===== src/rtl/sha256_round_sequencer.sv =====
// SHA-256 block sequencer: loads IV into the A..H bank, steps 64 rounds,
// then adds the final working variables back onto the IV to form the digest.
module sha256_round_sequencer #(
   parameter int ROUNDS = 64,
   parameter int ADDR_W = 4
) (
   input  logic              clk,
   input  logic              rst_n,
   input  logic              start,
   input  logic [255:0]      iv,
   input  logic [255:0]      vars_in,
   output logic [ADDR_W-1:0] mem_addr,
   output logic [31:0]       mem_var,
   output logic              round_en,
   output logic [5:0]        round_idx,
   output logic              busy,
   output logic              done,
   output logic [255:0]      digest
);

   typedef enum logic [1:0] {
      IDLE,
      LOAD,
      ROUND,
      FINAL
   } state_t;

   localparam logic [5:0] T_LAST = 6'(ROUNDS - 1);

   state_t       state;
   state_t       state_nx;
   logic [2:0]   k;
   logic [2:0]   k_nx;
   logic [5:0]   t;
   logic [5:0]   t_nx;
   logic [255:0] iv_q;
   logic [255:0] iv_sh;
   logic [255:0] sum;
   logic [255:0] digest_q;
   logic         done_q;

   always_ff @(posedge clk or negedge rst_n) begin
      if (!rst_n) begin
         state    <= IDLE;
         k        <= '0;
         t        <= '0;
         iv_q     <= '0;
         digest_q <= '0;
         done_q   <= 1'b0;
      end else begin
         state  <= state_nx;
         k      <= k_nx;
         t      <= t_nx;
         done_q <= (state == FINAL);
         if (state == IDLE && start) begin
            iv_q <= iv;
         end
         if (state == FINAL) begin
            digest_q <= sum;
         end
      end
   end

   // Per-word modular add; carries never cross word boundaries.
   always_comb begin
      sum = '0;
      for (int i = 0; i < 8; i++) begin
         sum[i*32 +: 32] = iv_q[i*32 +: 32] + vars_in[i*32 +: 32];
      end
   end

   assign iv_sh = iv_q << {k, 5'd0};

   always_comb begin
      state_nx  = state;
      k_nx      = k;
      t_nx      = t;
      mem_addr  = ADDR_W'(1);
      mem_var   = vars_in[255:224];
      round_en  = 1'b0;
      round_idx = '0;
      busy      = 1'b0;
      unique case (state)
         IDLE: begin
            if (start) begin
               state_nx = LOAD;
               k_nx     = '0;
            end
         end
         LOAD: begin
            busy     = 1'b1;
            mem_addr = ADDR_W'(k) + ADDR_W'(1);
            mem_var  = iv_sh[255:224];
            if (k == 3'd7) begin
               state_nx = ROUND;
               k_nx     = '0;
               t_nx     = '0;
            end else begin
               k_nx = k + 3'd1;
            end
         end
         ROUND: begin
            busy      = 1'b1;
            mem_addr  = '0;
            round_en  = 1'b1;
            round_idx = t;
            if (t == T_LAST) begin
               state_nx = FINAL;
               t_nx     = '0;
            end else begin
               t_nx = t + 6'd1;
            end
         end
         FINAL: begin
            busy     = 1'b1;
            state_nx = IDLE;
         end
         default: begin
            state_nx = IDLE;
         end
      endcase
   end

   assign done   = done_q;
   assign digest = digest_q;

endmodule


===== config.mk =====
export PLATFORM = sky130hd
export DESIGN_NAME = sha256_round_sequencer
export DESIGN_NICKNAME = d
export VERILOG_FILES = /design/src/rtl/sha256_round_sequencer.sv
export SDC_FILE = /design/constraint.sdc
export NUM_CORES = 2
export LEC_CHECK = 0
export BUFFER_PORTS_ARGS = -buffer_cell sky130_fd_sc_hd__buf_2
export CORE_MARGIN = 3
export CORE_UTILIZATION = 30
export DETAILED_ROUTE_END_ITERATION = 10
export GPL_TIMING_DRIVEN = 0
export PLACE_DENSITY_LB_ADDON = 0.2
export SETUP_SLACK_MARGIN = 0.02
export SLEW_MARGIN = 30
export SYNTH_ARGS = -nofsm -noshare
export SYNTH_HDL_FRONTEND = slang
export SYNTH_SLANG_ARGS = --single-unit

===== constraint.sdc =====
create_clock -name clk -period 2.99 [get_ports clk]
set_input_delay 0.299 -clock clk [delete_from_list [all_inputs] [get_ports clk]]
set_output_delay 0.299 -clock clk [all_outputs]
set_load 0.02 [all_outputs]

==> flow_summary.json <==
{
  "areaGrowthSynthToFinish_pct": 38.78,
  "row_count": 125,
  "timing.setup.critical_path_class": "register to register",
  "synth_edf_count": 0,
  "yosys_most_used_dff": "sky130_fd_sc_hd__dfrtp_1",
  "max_cap_violations": 0,
  "yosysSeqAreaShare": 0.3726,
  "violations": "setup timing",
  "source_to_sink_clock_delay_at_the_later_pin_of_the_worst_skew_pair_ns": 0.65,
  "post-place-cells": 5677,
  "synthCells": 3321,
  "power_leakage_nw": 24.37,
  "maximum_number_of_pins_on_one_net_before_global_route_repair": 81,
  "register_bit_total_from_synthesis": 524,
  "gr-usage-all-layers": 0.2916,
  "timing.slew.headroom": 0.4280,
  "grt_antenna_before_repair": 83,
  "cts-buffers-inserted": 71,
  "netlist-cell-type-count": 96,
  "min-delay-path-class": "input pin to register",
  "finalWirelength_mm": 183.0,
  "mappedNetlistArea_mm2": 0.03519,
  "clock_tree_from_tritoncts": "done",
  "post_route_cells_drive_above_1_share": 0.3962,
  "ys_async_sr_fraction": 1.000,
  "timing_max_transition_violations_final": 0,
  "drt-pass1-iter-count": 6,
  "core_area_mm2": 0.1164,
  "number_of_vias_per_cell": 5.471,
  "cp-end-kind": "register",
  "grt_pass1_vias": 33070,
  "ant_nets": 0,
  "dpl.hpwl_mm": 149.9,
  "yosys-top-cells-area": "sky130_fd_sc_hd__dfrtp_1, sky130_fd_sc_hd__mux2_2, sky130_fd_sc_hd__ha_1",
  "cts-root-buf": "sky130_fd_sc_hd__clkbuf_16",
  "period_minus_slack_ns": 3.063,
  "floorplan.die.height_um": 348.5,
  "overflow_left_after_global_routing": 0,
  "startpoint_type": "register",
  "placedInstanceArea_mm2": 0.04168,
  "initialDrtViolationCount": 2863,
  "design.final.nets": 5314,
  "critical_path_arrival_ns": 3.57,
  "report.final.hold_viol_count": 0,
  "fin_util": 0.4197,
  "layout.filler_cells": 11590,
  "die_area_mm2": 0.1214,
  "chipWidth_um": 348.5,
  "average_size_of_a_mapped_cell_um2": 10.60,
  "grt_setup_unrepaired": "true",
  "worst_case_clock_skew_ns": 0.02773,
  "clock_tree.htree_level_count": 3,
  "grt_pass1_wl_mm": 251.1,
  "gp_routability_congestion": 0.9455,
  "timing.final.crit_share": 1.024,
  "vias": 33710,
  "detail_route.drc_violations": 0,
  "achievable-frequency_ghz": 0.3265,
  "setup_slack_ns": -0.07265,
  "synth_largest_type_area_fraction": 0.3726,
  "path_max_fanout": 4,
  "fin_worst_hold_slack_ns": 0.05810,
  "yosys_warnings": 0,
  "setup_viol": 7,
  "worst-slew-pin-transition_ns": 0.8580,
  "fin_cells": 6161,
  "io_pins": 816,
  "synthesis.nets": 4100,
  "irDropWorstVdd_uv": 443.9,
  "synthDominantAreaCellType": "sky130_fd_sc_hd__dfrtp_1",
  "port_buffers": 815,
  "cp_data_required_time_ns": 3.50,
  "avgRoutedWirePerCell_um": 29.71,
  "post_route_design_area_mm2": 0.04884,
  "power.density_cell_area_mw_per_mm2": 365.8,
  "clk_transition_reported_paths_ns": 0.07,
  "clkSinkCount": 524,
  "clock_tree.buffer_depth": 3,
  "status": "finished with violations",
  "power.total_mw": 17.86,
  "floorplan.initialDensity": 0.3024
}
timing repair:
item | CTS | global route
pin swaps | 35 | 64
endpoints found under the hold margin | 414 | 0
gates cloned | 3 | 1
hold buffers | 261 | 0
setup buffers | 30 | 29
setup endpoints to repair | 149 | 188
gates resized for setup | 221 | 165
cells in the final DEF, fill, tap and decap left out, drive strengths merged, types with 22 or more instances in the layout:
| master | count |
|---|---|
| nor3 | 42 |
| dlygate4sd3 | 261 |
| o31ai | 23 |
| buf | 915 |
| a31oi | 31 |
| o21bai | 34 |
| nand3 | 58 |
| clkinv | 22 |
| mux2 | 447 |
| a21oi | 291 |
| and3 | 41 |
| o21a | 27 |
| mux4 | 64 |
| mux2i | 39 |
| nand4 | 30 |
| inv | 63 |
| diode | 46 |
| o211ai | 30 |
| nand2 | 202 |
| a21o | 116 |
| and2 | 26 |
| dfrtp | 524 |
| ha | 256 |
| o21ai | 164 |
| xor2 | 76 |
| a211oi | 53 |
| nor2b | 22 |
| xnor2 | 129 |
| clkbuf | 211 |
| nor2 | 150 |
worst max-delay path: stages, from the launching register on:
cell	delay [ns]
sky130_fd_sc_hd__dfrtp_1	0.46
sky130_fd_sc_hd__ha_2	0.43
sky130_fd_sc_hd__o211ai_1	0.12
sky130_fd_sc_hd__o211ai_1	0.34
sky130_fd_sc_hd__nand4_1	0.15
sky130_fd_sc_hd__buf_4	0.19
sky130_fd_sc_hd__a2111oi_4	0.40
sky130_fd_sc_hd__a211oi_2	0.13
sky130_fd_sc_hd__o41ai_4	0.46
sky130_fd_sc_hd__xnor2_1	0.16
sky130_fd_sc_hd__a21oi_1	0.09
stage by stage:
| step | setup WS, ns | TNS, ns |
|---|---|---|
| 6_report | -0.07265 | -0.2741 |
| 5_1_grt | -0.1798 | -1.415 |
| 4_1_cts | -0.08149 | -0.3853 |
| 3_5_place_dp | -0.9522 | -30.66 |
| 3_3_place_gp | -10.31 | -5530.30 |
| 2_1_floorplan | 0.1644 | 0 |
power by group:
group	internal (mW)	switching [mW]	leakage (nW)	total (mW)
sequential	7.10	0.00367	7.07	7.10
clock	5.17	3.72	1.18	8.88
combinational	0.829	1.05	16.1	1.88
total	13.1	4.77	24.4	17.9
Yosys cell counts, types with 29 or more instances:
| cell | count |
|---|---|
| sky130_fd_sc_hd__inv_1 | 56 |
| sky130_fd_sc_hd__o21ai_0 | 157 |
| sky130_fd_sc_hd__a21oi_1 | 290 |
| sky130_fd_sc_hd__o21bai_1 | 33 |
| sky130_fd_sc_hd__xnor2_1 | 129 |
| sky130_fd_sc_hd__a31oi_1 | 30 |
| sky130_fd_sc_hd__nor2_1 | 150 |
| sky130_fd_sc_hd__clkbuf_1 | 132 |
| sky130_fd_sc_hd__mux4_2 | 64 |
| sky130_fd_sc_hd__mux2_2 | 446 |
| sky130_fd_sc_hd__nand3_1 | 58 |
| sky130_fd_sc_hd__dfrtp_1 | 524 |
| sky130_fd_sc_hd__xor2_1 | 76 |
| sky130_fd_sc_hd__nand4_1 | 30 |
| sky130_fd_sc_hd__o211ai_1 | 29 |
| sky130_fd_sc_hd__mux2i_1 | 39 |
| sky130_fd_sc_hd__nand2_1 | 202 |
| sky130_fd_sc_hd__ha_1 | 256 |
| sky130_fd_sc_hd__nor3_1 | 41 |
| sky130_fd_sc_hd__a211oi_1 | 49 |
| sky130_fd_sc_hd__a21o_1 | 116 |
| sky130_fd_sc_hd__and3_1 | 41 |
kinds of logic after synthesis:
group | share of synthesized area
buffers and inverters | 0.02272
xor gates and xnor gates | 0.05102
AOI/OAI and AO/OA | 0.1747
muxes | 0.1952
and+or+nand+nor | 0.08814
adders and majority gates | 0.09557
DFF | 0.3726
layout make-up:
class	count	area, um^2	share of cell area
clock inverter	36	369.1	0.007558
clock buffer	93	2022	0.04140
multi-input combinational	2587	22490	0.4606
inverter	57	214.0	0.004381
timing repair buffer	1155	7775	0.1592
buffer	139	807.0	0.01652
sequential	524	13140	0.2690
tap	1524	1907	0.03904
antenna	46	115.1	0.002357
final timing paths:
path                       depth (start not counted)   startpoint  slack, ns     endpoint
setup / recovery                                  10    iv_q[194]      -0.07  digest[223]
hold / removal                                     3  vars_in[32]       0.06   digest[32]
min in group asynchronous                          2        rst_n       0.15  digest[105]
hold reg to reg                                    1  digest[191]       0.48  digest[191]
setup reg to reg                                  10    iv_q[194]      -0.07  digest[223]
max in group asynchronous                          5        rst_n       1.32  digest[176]
state kept, by name (all words and copies together) (netlist names):
signal	count
k	3
digest	256
t	6
state	2
done	1
iv_q	256
metal layers:
metal	routed length (um)	global-route usage	up-vias
li1	-	-	15020
met1	80200	0.3976	17040
met5	109	0	-
met3	12910	0.05709	304
met4	9112	0.1252	18
met2	80700	0.4501	1319
Power figures use the tool's default switching activity.
